$ cat src/rtl/hazard_scheduler_if.sv
`default_nettype none
// ============================================================================
// Module   : hazard_scheduler_if
// Purpose  : Pipeline status in, stall/flush/forward controls out.
// Revision : 1.0
// ============================================================================
interface hazard_scheduler_if #(
  parameter int CNT_W = 8
);
  logic             id_valid;
  logic [2:0]       id_srcA;
  logic [2:0]       id_srcB;
  logic             id_useA;
  logic             id_useB;
  logic             ex_valid;
  logic [2:0]       ex_dest;
  logic             ex_regWE;
  logic             ex_is_load;
  logic             ex_branch_taken;
  logic             mem_valid;
  logic [2:0]       mem_dest;
  logic             mem_regWE;
  logic             cnt_clr;
  logic             stall_if;
  logic             stall_id;
  logic             flush_if_id;
  logic             flush_id_ex;
  logic [1:0]       fwdA_sel;
  logic [1:0]       fwdB_sel;
  logic [CNT_W-1:0] stall_cnt;
  logic [CNT_W-1:0] flush_cnt;

  modport master (
    output id_valid, id_srcA, id_srcB, id_useA, id_useB,
    output ex_valid, ex_dest, ex_regWE, ex_is_load, ex_branch_taken,
    output mem_valid, mem_dest, mem_regWE, cnt_clr,
    input  stall_if, stall_id, flush_if_id, flush_id_ex,
    input  fwdA_sel, fwdB_sel, stall_cnt, flush_cnt
  );

  modport slave (
    input  id_valid, id_srcA, id_srcB, id_useA, id_useB,
    input  ex_valid, ex_dest, ex_regWE, ex_is_load, ex_branch_taken,
    input  mem_valid, mem_dest, mem_regWE, cnt_clr,
    output stall_if, stall_id, flush_if_id, flush_id_ex,
    output fwdA_sel, fwdB_sel, stall_cnt, flush_cnt
  );
endinterface
`default_nettype wire

$ cat src/rtl/hazard_scheduler.sv
`default_nettype none
// ============================================================================
// Module   : hazard_scheduler
// Purpose  : Load-use stall, taken-branch flush and operand forwarding control.
// Revision : 1.0
// ============================================================================
module hazard_scheduler #(
  parameter int LOAD_LAT  = 2,
  parameter int FLUSH_CYC = 2,
  parameter int CNT_W     = 8
) (
  input wire               clk,
  input wire               rst,
  hazard_scheduler_if.slave hs
);

  typedef enum logic [1:0] {
    ST_RUN   = 2'd0,
    ST_STALL = 2'd1,
    ST_FLUSH = 2'd2
  } state_t;

  localparam logic [2:0]       c_STALL_RELOAD = 3'(LOAD_LAT - 1);
  localparam logic [2:0]       c_FLUSH_RELOAD = 3'(FLUSH_CYC - 1);
  localparam logic [CNT_W-1:0] c_CNT_ONE      = {{(CNT_W-1){1'b0}}, 1'b1};

  state_t           r_state;
  state_t           w_state_nxt;
  logic [2:0]       r_cnt;
  logic [2:0]       w_cnt_nxt;
  logic             w_hazard;
  logic             w_stall;
  logic             w_flush_if_id;
  logic             w_flush_id_ex;
  logic [CNT_W-1:0] r_stall_cnt;
  logic [CNT_W-1:0] r_flush_cnt;

  assign w_hazard = hs.id_valid & hs.ex_valid & hs.ex_regWE & hs.ex_is_load &
                    ((hs.id_useA & (hs.ex_dest == hs.id_srcA)) |
                     (hs.id_useB & (hs.ex_dest == hs.id_srcB)));

  // EX result wins over EX/MEM; a load in EX has no result yet, so it never forwards.
  function automatic logic [1:0] fwd_sel(input logic use_src, input logic [2:0] src);
    logic [1:0] sel;
    sel = 2'b00;
    if (use_src) begin
      if (hs.ex_valid && hs.ex_regWE && !hs.ex_is_load && (hs.ex_dest == src))
        sel = 2'b01;
      else if (hs.mem_valid && hs.mem_regWE && (hs.mem_dest == src))
        sel = 2'b10;
    end
    return sel;
  endfunction

  always_ff @(posedge clk or posedge rst) begin
    if (rst) begin
      r_state <= ST_RUN;
      r_cnt   <= 3'd0;
    end else begin
      r_state <= w_state_nxt;
      r_cnt   <= w_cnt_nxt;
    end
  end

  always_comb begin
    w_state_nxt   = r_state;
    w_cnt_nxt     = r_cnt;
    w_stall       = 1'b0;
    w_flush_if_id = 1'b0;
    w_flush_id_ex = 1'b0;
    if (hs.ex_branch_taken) begin
      // A taken branch overrides any hazard or stall in progress.
      w_flush_if_id = 1'b1;
      w_flush_id_ex = 1'b1;
      if (FLUSH_CYC == 1) begin
        w_state_nxt = ST_RUN;
        w_cnt_nxt   = 3'd0;
      end else begin
        w_state_nxt = ST_FLUSH;
        w_cnt_nxt   = c_FLUSH_RELOAD;
      end
    end else begin
      case (r_state)
        ST_RUN: begin
          if (w_hazard) begin
            w_stall       = 1'b1;
            w_flush_id_ex = 1'b1;
            if (LOAD_LAT == 1) begin
              w_state_nxt = ST_RUN;
              w_cnt_nxt   = 3'd0;
            end else begin
              w_state_nxt = ST_STALL;
              w_cnt_nxt   = c_STALL_RELOAD;
            end
          end
        end
        ST_STALL: begin
          w_stall       = 1'b1;
          w_flush_id_ex = 1'b1;
          if (r_cnt <= 3'd1) begin
            w_state_nxt = ST_RUN;
            w_cnt_nxt   = 3'd0;
          end else begin
            w_cnt_nxt = r_cnt - 3'd1;
          end
        end
        ST_FLUSH: begin
          w_flush_if_id = 1'b1;
          w_flush_id_ex = 1'b1;
          if (r_cnt <= 3'd1) begin
            w_state_nxt = ST_RUN;
            w_cnt_nxt   = 3'd0;
          end else begin
            w_cnt_nxt = r_cnt - 3'd1;
          end
        end
        default: begin
          w_state_nxt = ST_RUN;
          w_cnt_nxt   = 3'd0;
        end
      endcase
    end
  end

  // Clear beats increment; both counters stick at all-ones.
  always_ff @(posedge clk or posedge rst) begin
    if (rst) begin
      r_stall_cnt <= '0;
      r_flush_cnt <= '0;
    end else if (hs.cnt_clr) begin
      r_stall_cnt <= '0;
      r_flush_cnt <= '0;
    end else begin
      if (w_stall && (r_stall_cnt != '1))
        r_stall_cnt <= r_stall_cnt + c_CNT_ONE;
      if (hs.ex_branch_taken && (r_flush_cnt != '1))
        r_flush_cnt <= r_flush_cnt + c_CNT_ONE;
    end
  end

  // Reset silences every control output immediately, not just at the next edge.
  assign hs.stall_if    = ~rst & w_stall;
  assign hs.stall_id    = ~rst & w_stall;
  assign hs.flush_if_id = ~rst & w_flush_if_id;
  assign hs.flush_id_ex = ~rst & w_flush_id_ex;
  assign hs.fwdA_sel    = rst ? 2'b00 : fwd_sel(hs.id_useA, hs.id_srcA);
  assign hs.fwdB_sel    = rst ? 2'b00 : fwd_sel(hs.id_useB, hs.id_srcB);
  assign hs.stall_cnt   = r_stall_cnt;
  assign hs.flush_cnt   = r_flush_cnt;

endmodule
`default_nettype wire

$ cat src/flat_wrapper.sv
// flat-port wrapper written by rule: the top's interface ports become plain ports
module hazard_scheduler_flat 
#(
  parameter int LOAD_LAT  = 2,
  parameter int FLUSH_CYC = 2,
  parameter int CNT_W     = 8
)
  (clk, rst, hs_id_valid, hs_id_srcA, hs_id_srcB, hs_id_useA, hs_id_useB, hs_ex_valid, hs_ex_dest, hs_ex_regWE, hs_ex_is_load, hs_ex_branch_taken, hs_mem_valid, hs_mem_dest, hs_mem_regWE, hs_cnt_clr, hs_stall_if, hs_stall_id, hs_flush_if_id, hs_flush_id_ex, hs_fwdA_sel, hs_fwdB_sel, hs_stall_cnt, hs_flush_cnt);
  hazard_scheduler_if #(.CNT_W(CNT_W)) hs_i ();
  input wire clk;
  input wire rst;
  input wire logic [$bits(hs_i.id_valid)-1:0] hs_id_valid;
  input wire logic [$bits(hs_i.id_srcA)-1:0] hs_id_srcA;
  input wire logic [$bits(hs_i.id_srcB)-1:0] hs_id_srcB;
  input wire logic [$bits(hs_i.id_useA)-1:0] hs_id_useA;
  input wire logic [$bits(hs_i.id_useB)-1:0] hs_id_useB;
  input wire logic [$bits(hs_i.ex_valid)-1:0] hs_ex_valid;
  input wire logic [$bits(hs_i.ex_dest)-1:0] hs_ex_dest;
  input wire logic [$bits(hs_i.ex_regWE)-1:0] hs_ex_regWE;
  input wire logic [$bits(hs_i.ex_is_load)-1:0] hs_ex_is_load;
  input wire logic [$bits(hs_i.ex_branch_taken)-1:0] hs_ex_branch_taken;
  input wire logic [$bits(hs_i.mem_valid)-1:0] hs_mem_valid;
  input wire logic [$bits(hs_i.mem_dest)-1:0] hs_mem_dest;
  input wire logic [$bits(hs_i.mem_regWE)-1:0] hs_mem_regWE;
  input wire logic [$bits(hs_i.cnt_clr)-1:0] hs_cnt_clr;
  output wire logic [$bits(hs_i.stall_if)-1:0] hs_stall_if;
  output wire logic [$bits(hs_i.stall_id)-1:0] hs_stall_id;
  output wire logic [$bits(hs_i.flush_if_id)-1:0] hs_flush_if_id;
  output wire logic [$bits(hs_i.flush_id_ex)-1:0] hs_flush_id_ex;
  output wire logic [$bits(hs_i.fwdA_sel)-1:0] hs_fwdA_sel;
  output wire logic [$bits(hs_i.fwdB_sel)-1:0] hs_fwdB_sel;
  output wire logic [$bits(hs_i.stall_cnt)-1:0] hs_stall_cnt;
  output wire logic [$bits(hs_i.flush_cnt)-1:0] hs_flush_cnt;
  assign hs_i.id_valid = hs_id_valid;
  assign hs_i.id_srcA = hs_id_srcA;
  assign hs_i.id_srcB = hs_id_srcB;
  assign hs_i.id_useA = hs_id_useA;
  assign hs_i.id_useB = hs_id_useB;
  assign hs_i.ex_valid = hs_ex_valid;
  assign hs_i.ex_dest = hs_ex_dest;
  assign hs_i.ex_regWE = hs_ex_regWE;
  assign hs_i.ex_is_load = hs_ex_is_load;
  assign hs_i.ex_branch_taken = hs_ex_branch_taken;
  assign hs_i.mem_valid = hs_mem_valid;
  assign hs_i.mem_dest = hs_mem_dest;
  assign hs_i.mem_regWE = hs_mem_regWE;
  assign hs_i.cnt_clr = hs_cnt_clr;
  assign hs_stall_if = hs_i.stall_if;
  assign hs_stall_id = hs_i.stall_id;
  assign hs_flush_if_id = hs_i.flush_if_id;
  assign hs_flush_id_ex = hs_i.flush_id_ex;
  assign hs_fwdA_sel = hs_i.fwdA_sel;
  assign hs_fwdB_sel = hs_i.fwdB_sel;
  assign hs_stall_cnt = hs_i.stall_cnt;
  assign hs_flush_cnt = hs_i.flush_cnt;
  hazard_scheduler #(.LOAD_LAT(LOAD_LAT), .FLUSH_CYC(FLUSH_CYC), .CNT_W(CNT_W)) u_core (.clk(clk), .rst(rst), .hs(hs_i));
endmodule
$ cat config.mk
export PLATFORM = sky130hd
export DESIGN_NAME = hazard_scheduler_flat
export DESIGN_NICKNAME = d
export VERILOG_FILES = /design/src/rtl/hazard_scheduler_if.sv /design/src/rtl/hazard_scheduler.sv /design/src/flat_wrapper.sv
export SDC_FILE = /design/constraint.sdc
export NUM_CORES = 1
export LEC_CHECK = 0
export ABC_CLOCK_PERIOD_IN_PS = 2250
export CAP_MARGIN = 30
export CORE_ASPECT_RATIO = 0.6
export CORE_MARGIN = 3
export CORE_UTILIZATION = 35
export CTS_BUF_LIST = sky130_fd_sc_hd__clkbuf_4
export DETAILED_ROUTE_END_ITERATION = 12
export GPL_ROUTABILITY_DRIVEN = 0
export MAX_ROUTING_LAYER = met4
export PLACE_DENSITY_LB_ADDON = 0.3
export SYNTH_ARGS = -nofsm -noshare
export SYNTH_HDL_FRONTEND = slang
export SYNTH_SLANG_ARGS = --single-unit
$ cat constraint.sdc
create_clock -name clk -period 2.25 [get_ports clk]
set_clock_uncertainty 0.05 [all_clocks]
set_input_delay 0.3375 -clock clk [delete_from_list [all_inputs] [get_ports clk]]
set_output_delay 0.3375 -clock clk [all_outputs]
set_load 0.01 [all_outputs]
Word level (Yosys, flattened, before mapping)

Index checks and enable logic that the tools add are counted.

Flip-flop bits (word level): 21
Bits of input ports: 24
Logic and storage cells: 71

Magnitude comparators: 1
Reductions and logical operators: 15
Mux-type cells: 27
Bitwise logic cells: 11
Add/sub/neg operators: 3
Eq/ne operators: 10

Operators by type and width:

| operator                                                                         | count |
|---|---|
| 8-bit two-way mux                                                                | 4 |
| 2-bit two-way mux                                                                | 11 |
| 8-bit by 1-bit adder with 8-bit output, second input constant                    | 2 |
| 8-bit != test, second input constant                                             | 2 |
| 3-bit == test                                                                    | 4 |
| 1-bit bitwise AND                                                                | 9 |
| 1-bit logical AND                                                                | 9 |
| 3-bit two-way mux                                                                | 3 |
| 3-bit one-hot mux with 2 select lines                                            | 1 |
| 1-bit two-way mux                                                                | 5 |
| 1-bit one-hot mux with 2 select lines                                            | 2 |
| 2-bit one-hot mux with 2 select lines                                            | 1 |
| 2-bit nonzero test                                                               | 2 |
| 3-bit by 1-bit less-or-equal comparator with 1-bit output, second input constant | 1 |
| 3-bit by 1-bit != test with 1-bit output, second input constant                  | 1 |
| 3-bit by 2-bit != test with 1-bit output, second input constant                  | 1 |
| 3-bit by 1-bit subtractor with 3-bit output, second input constant               | 1 |
| 2-bit by 1-bit == test with 1-bit output, second input constant                  | 1 |
| 2-bit == test, second input constant                                             | 1 |
| 2-bit zero test                                                                  | 1 |
| 2-bit AND reduction                                                              | 1 |
| 2-bit OR reduction                                                               | 1 |
| 1-bit zero test                                                                  | 1 |
| 1-bit inverter                                                                   | 1 |
| 1-bit OR                                                                         | 1 |

Depth between registers and ports, before layout

Depth after elaboration: 10
Mapped depth: 7
Depth with buffers taken out: 7

Worst setup path after synthesis

OpenSTA, ideal clock, no wires.

Kind: input-to-output
Start: input hs_ex_dest[2]
End: output hs_stall_if
Data required time: 1862 ps
Arrival: 1588 ps
Path slack: 274 ps
Stages on the path: 6
Cells stage by stage: xnor2_1 nand4_2 a21oi_2 nand2_1 a21oi_1 buf_4

Longest elaborated chain between the ends: 8
Elaborated cells between the ends (all ways): 10
Classes of those cells: 2 x eq/ne; 3 x mux; 5 x bitwise

RTL lines:

| item                                        | RTL line                                       | source |
|---|---|---|
| from (decl)                                 | flat_wrapper.sv:18                             | `input wire logic [$bits(hs_i.ex_dest)-1:0] hs_ex_dest;` |
| 3-bit == test, on equally long branches     | hazard_scheduler.sv:39, hazard_scheduler.sv:40 |  |
| 1-bit bitwise AND, on equally long branches | hazard_scheduler.sv:39, hazard_scheduler.sv:40 |  |
| 1-bit OR (*)                                | hazard_scheduler.sv:39                         | `((hs.id_useA & (hs.ex_dest == hs.id_srcA)) \|` |
| 1-bit bitwise AND (*)                       | hazard_scheduler.sv:38                         | `assign w_hazard = hs.id_valid & hs.ex_valid & hs.ex_regWE & hs.ex_is_load &` |
| 1-bit two-way mux (*)                       | hazard_scheduler.sv:85                         | `if (w_hazard) begin` |
| 1-bit one-hot mux with 2 select lines (*)   | hazard_scheduler.sv:83                         | `case (r_state)` |
| 1-bit two-way mux (*)                       | hazard_scheduler.sv:71                         | `if (hs.ex_branch_taken) begin` |
| 1-bit bitwise AND (*)                       | n/a                                            |  |
| to (decl)                                   | flat_wrapper.sv:26                             | `output wire logic [$bits(hs_i.stall_if)-1:0] hs_stall_if;` |

Every way passes the cells marked *; elsewhere a longest branch is shown, timed or not.

Worst setup path in the final report

Start: input hs_ex_branch_taken
End: output hs_flush_if_id

Longest elaborated chain between the ends: 2

RTL lines:

| item              | RTL line                | source |
|---|---|---|
| from (decl)       | flat_wrapper.sv:21      | `input wire logic [$bits(hs_i.ex_branch_taken)-1:0] hs_ex_branch_taken;` |
| 1-bit two-way mux | hazard_scheduler.sv:71  |  |
| 1-bit bitwise AND | hazard_scheduler.sv:144 | `assign hs.flush_if_id = ~rst & w_flush_if_id;` |
| to (decl)         | flat_wrapper.sv:28      | `output wire logic [$bits(hs_i.flush_if_id)-1:0] hs_flush_if_id;` |

Every way passes these cells.

==> flow_summary_export.csv <==
group,metric,value,unit
sta,fmax,464.9,MHz
power,vdd_drop_max,196.2,uV
sta,finalHoldViolCount,0,
routing,wl_per_cell,14.09,um
synthesis,synth_compound_area_frac,0.1676,
routing,vias_per_cell,5.016,
die,die_w,92.20,um
synthesis,syn_inst,171,
sta,min_period_over_period,0.9559,
power,pwr_density_cell,329.4,nW/um^2
synthesis,synth_edf_count,0,
power,p_leak,1.056,nW
power,combPwrFrac,0.271,
worst_setup_path,path_class,"in2out",
synthesis,synthAdderAreaFrac,0.05613,
clocking,path_clk_slew,0.12,ns
finish,fin_nets,280,
clocking,max-clock-path-buffers,2,
grt,track_usage,0.1772,
synthesis,ys_seq_area_frac,0.3368,
sta,final_max_slew_viol_count,0,
synthesis,synthMuxAreaShare,0.04250,
synthesis,synth_top_family_by_area,"simple AND/OR/NAND/NOR gates",
worst_setup_path,end_kind,"primary output",
routing,drtAntennaViolNets,0,
routing,totalWireLength,4.339,mm
routing,drtPass1Iterations,4,
synthesis,synth_xor_area_frac,0.1099,
sta,slew_headroom,0.6657,
sta,rsz0062_at_grt,"false",
sta,fin_crit,2.151,ns
routing,drc_errors,0,
die,die_y,57.72,um
synthesis,synth_nets,202,
synthesis,syn_area,1560,sq um
place,dp_hpwl,3.496,mm
power,p_seq_frac,0.497,
routing,dr_total_vias,1545,
worst_setup_path,arrival,1.76,ns
sta,setup_violations,0,
clocking,cts_tree,"done",
place,dp.cells,303,
die,dieArea,5321,sq um
worst_setup_path,cp.required,1.86,ns
clocking,h-tree-depth,1,
synthesis,synth_ff_type,"dfrtp_1",
finish,fillCellCount,381,
clocking,cts_made_buffers,3,
synthesis,ys_ff_latch,21,
synthesis,postSynthAreaPerCell,9.124,sq um
synthesis,async_reset_ff_frac,1.000,
worst_setup_path,cp-startpoint,"hs_ex_branch_taken",
clocking,clockRootBuffer,"clkbuf_4",
grt,grt_pass1_wl,7.272,mm
job,maxCapViolations,0,
finish,final_cells,308,
power,intPower,0.0005635,W
outcome,status,"completed",
worst_setup_path,cp-start-kind,"input port",
power,pwr-share-clk,0.233,
worst_hold_path,hold_class,"in2async",
die,initial_core_util,0.3725,
grt,grt_pass1_vias,1442,
power,power,0.0007860,W
die,rows,18,
place,numPortBuffers,47,
sta,tightestPinTransition,0.4981,ns
power,swShare,0.2830,
die,num_io_pins,48,
worst_setup_path,path_max_fanout,5,
power,p_sw,0.0002224,W
worst_setup_path,rrSetupSlack,0.16,ns
clocking,clock_sinks,21,
synthesis,synth-simple-area-share,0.2446,
finish,syn_to_final_growth,52.93,%
grt,antenna_found_initial,0,
synthesis,ys_types,49,
routing,drt_iter0_markers,62,
synthesis,synth_warnings,0,
die,core,4189,sq um
grt,grt_max_degree,22,
clocking,worstSkewPairLatency,0.30,ns
finish,antennaDiodeCount,0,
finish,final_layout_size_suffix_gt1_frac,0.2500,
grt,grt_overflow,0,
worst_setup_path,r2r_start,"u_core.r_state[1]",
## synthesized netlist by cell type, drive strengths merged (2+ instances only)
master  instances  share of area
and4            3          0.018
nor3            5          0.016
dfrtp          21           0.34
xnor2           8          0.059
and2b           2         0.0096
buf             4          0.018
nand3           9          0.029
inv             9          0.022
nand2          11          0.026
or3             2         0.0080
o211ai          3          0.014
nor4            2         0.0080
nor2b           3          0.012
nand4           6          0.032
a211oi          5          0.024
mux2            5          0.036
and3            2         0.0080
o21ai           6          0.019
a21oi          10          0.034
ha              7          0.056
nor2           20          0.048
xor2            9          0.051
## worst max-delay path, cell delays in order
cell and delay [ns]:
clkdlybuf4s50_1 0.60, buf_4 0.17, nor2_1 0.04, nor2_1 0.08, clkdlybuf4s50_1 0.54
## layout make-up
cell class	instances	area (sq um)	area share
clock buffer	3	22.52	0.009439
clock inverter	1	5.005	0.002098
inverter	9	33.78	0.01416
multi-input combinational	136	1028	0.4310
sequential	21	525.5	0.2202
tap	60	75.07	0.03146
timing repair buffer	78	695.7	0.2916
## placed cells by master, fill, tap and decap left out, drive strengths merged, types with 2 or more instances in the layout
cell           instances
nand4                  6
clkdlybuf4s15          3
buf                   32
clkdlybuf4s50         30
dfrtp                 21
and2b                  2
and3                   2
dlymetal6s2s           3
ha                     7
clkbuf                 3
nor4                   2
nor2                  20
nor2b                  3
nor3                   5
mux2                   5
a211oi                 5
nand2                 11
xnor2                  8
dlygate4sd2           10
nand3                  9
and4                   3
or3                    2
o211ai                 3
xor2                   9
inv                    9
o21ai                  6
a21oi                 10
## flip-flops by register name (all words and copies together) (netlist names)
register and flops:
u_core.hs.flush_cnt 8, u_core.hs.stall_cnt 8, u_core.r_cnt 3, u_core.r_state 2
## power groups by stage
stage / clock [W] / combinational [W] / sequential, W
6_report: 0.000183 / 0.000213 / 0.000390
5_1_grt: 0.000207 / 0.000230 / 0.000392
4_1_cts: 0.000192 / 0.000210 / 0.000390
3_5_place_dp: 0 / 0.000204 / 0.000397
3_3_place_gp: 0 / 0.000202 / 0.000397
2_1_floorplan: 0 / 0.0000834 / 0.000398
## repair_timing
action	in CTS	in global routing
hold endpoints to repair	0	0
pin swaps	7	4
resized for setup	27	9
hold buffers	0	0
setup buffers	1	0
setup endpoints to repair	7	8
## cell families (layout without fill, tap and decap cells)
logic type	Yosys count	count (layout)
AO/OA/AOI/OAI	35	35
XOR/XNOR	17	17
adder cells (fa/ha/maj)	7	7
buffers and inverters	14	91
flip-flops	21	21
multiplexers	6	6
AND/OR/NAND/NOR	71	71
## per-stage QoR
| step | hold WS, ns | setup slack (ns) | cell area, sq um | TNS, ns | util |
|---|---|---|---|---|---|
| after floorplan | 0.2726 | 0.2742 | 1560 | 0 | - |
| after global placement | 0.4905 | -0.5154 | 2298 | -3.780 | 0.5487 |
| after detailed placement | 0.4866 | -0.4737 | 2298 | -3.927 | 0.5487 |
| after CTS | 0.3776 | -0.06718 | 2362 | -0.06718 | 0.5639 |
| after global routing | 0.3900 | 0.01075 | 2386 | 0 | 0.5696 |
| final | 0.3781 | 0.09918 | 2386 | 0 | 0.5696 |
## worst paths after layout
check	end	depth (start not counted)
setup reg to reg	u_core.hs.stall_cnt[7]	7
min in group clk	u_core.hs.flush_cnt[6]	1
hold reg to reg	u_core.hs.flush_cnt[6]	1
setup / recovery	hs_flush_if_id	5
max in group asynchronous	u_core.hs.flush_cnt[6]	3
hold / removal	u_core.r_cnt[2]	3
## metal layers
| metal | vias to the layer above | routed length, um | share of wire | track usage |
|---|---|---|---|---|
| met3 | 2 | 161 | 0.037 | 0.03632 |
| met4 | 0 | 12 | 0.0028 | 0.01903 |
| met5 | - | 0 | 0 | - |
| met1 | 723 | 2350 | 0.54 | 0.2755 |
| li1 | 785 | - | - | - |
| met2 | 35 | 1815 | 0.42 | 0.2417 |
No activity file was read; power rests on OpenSTA's default activity.
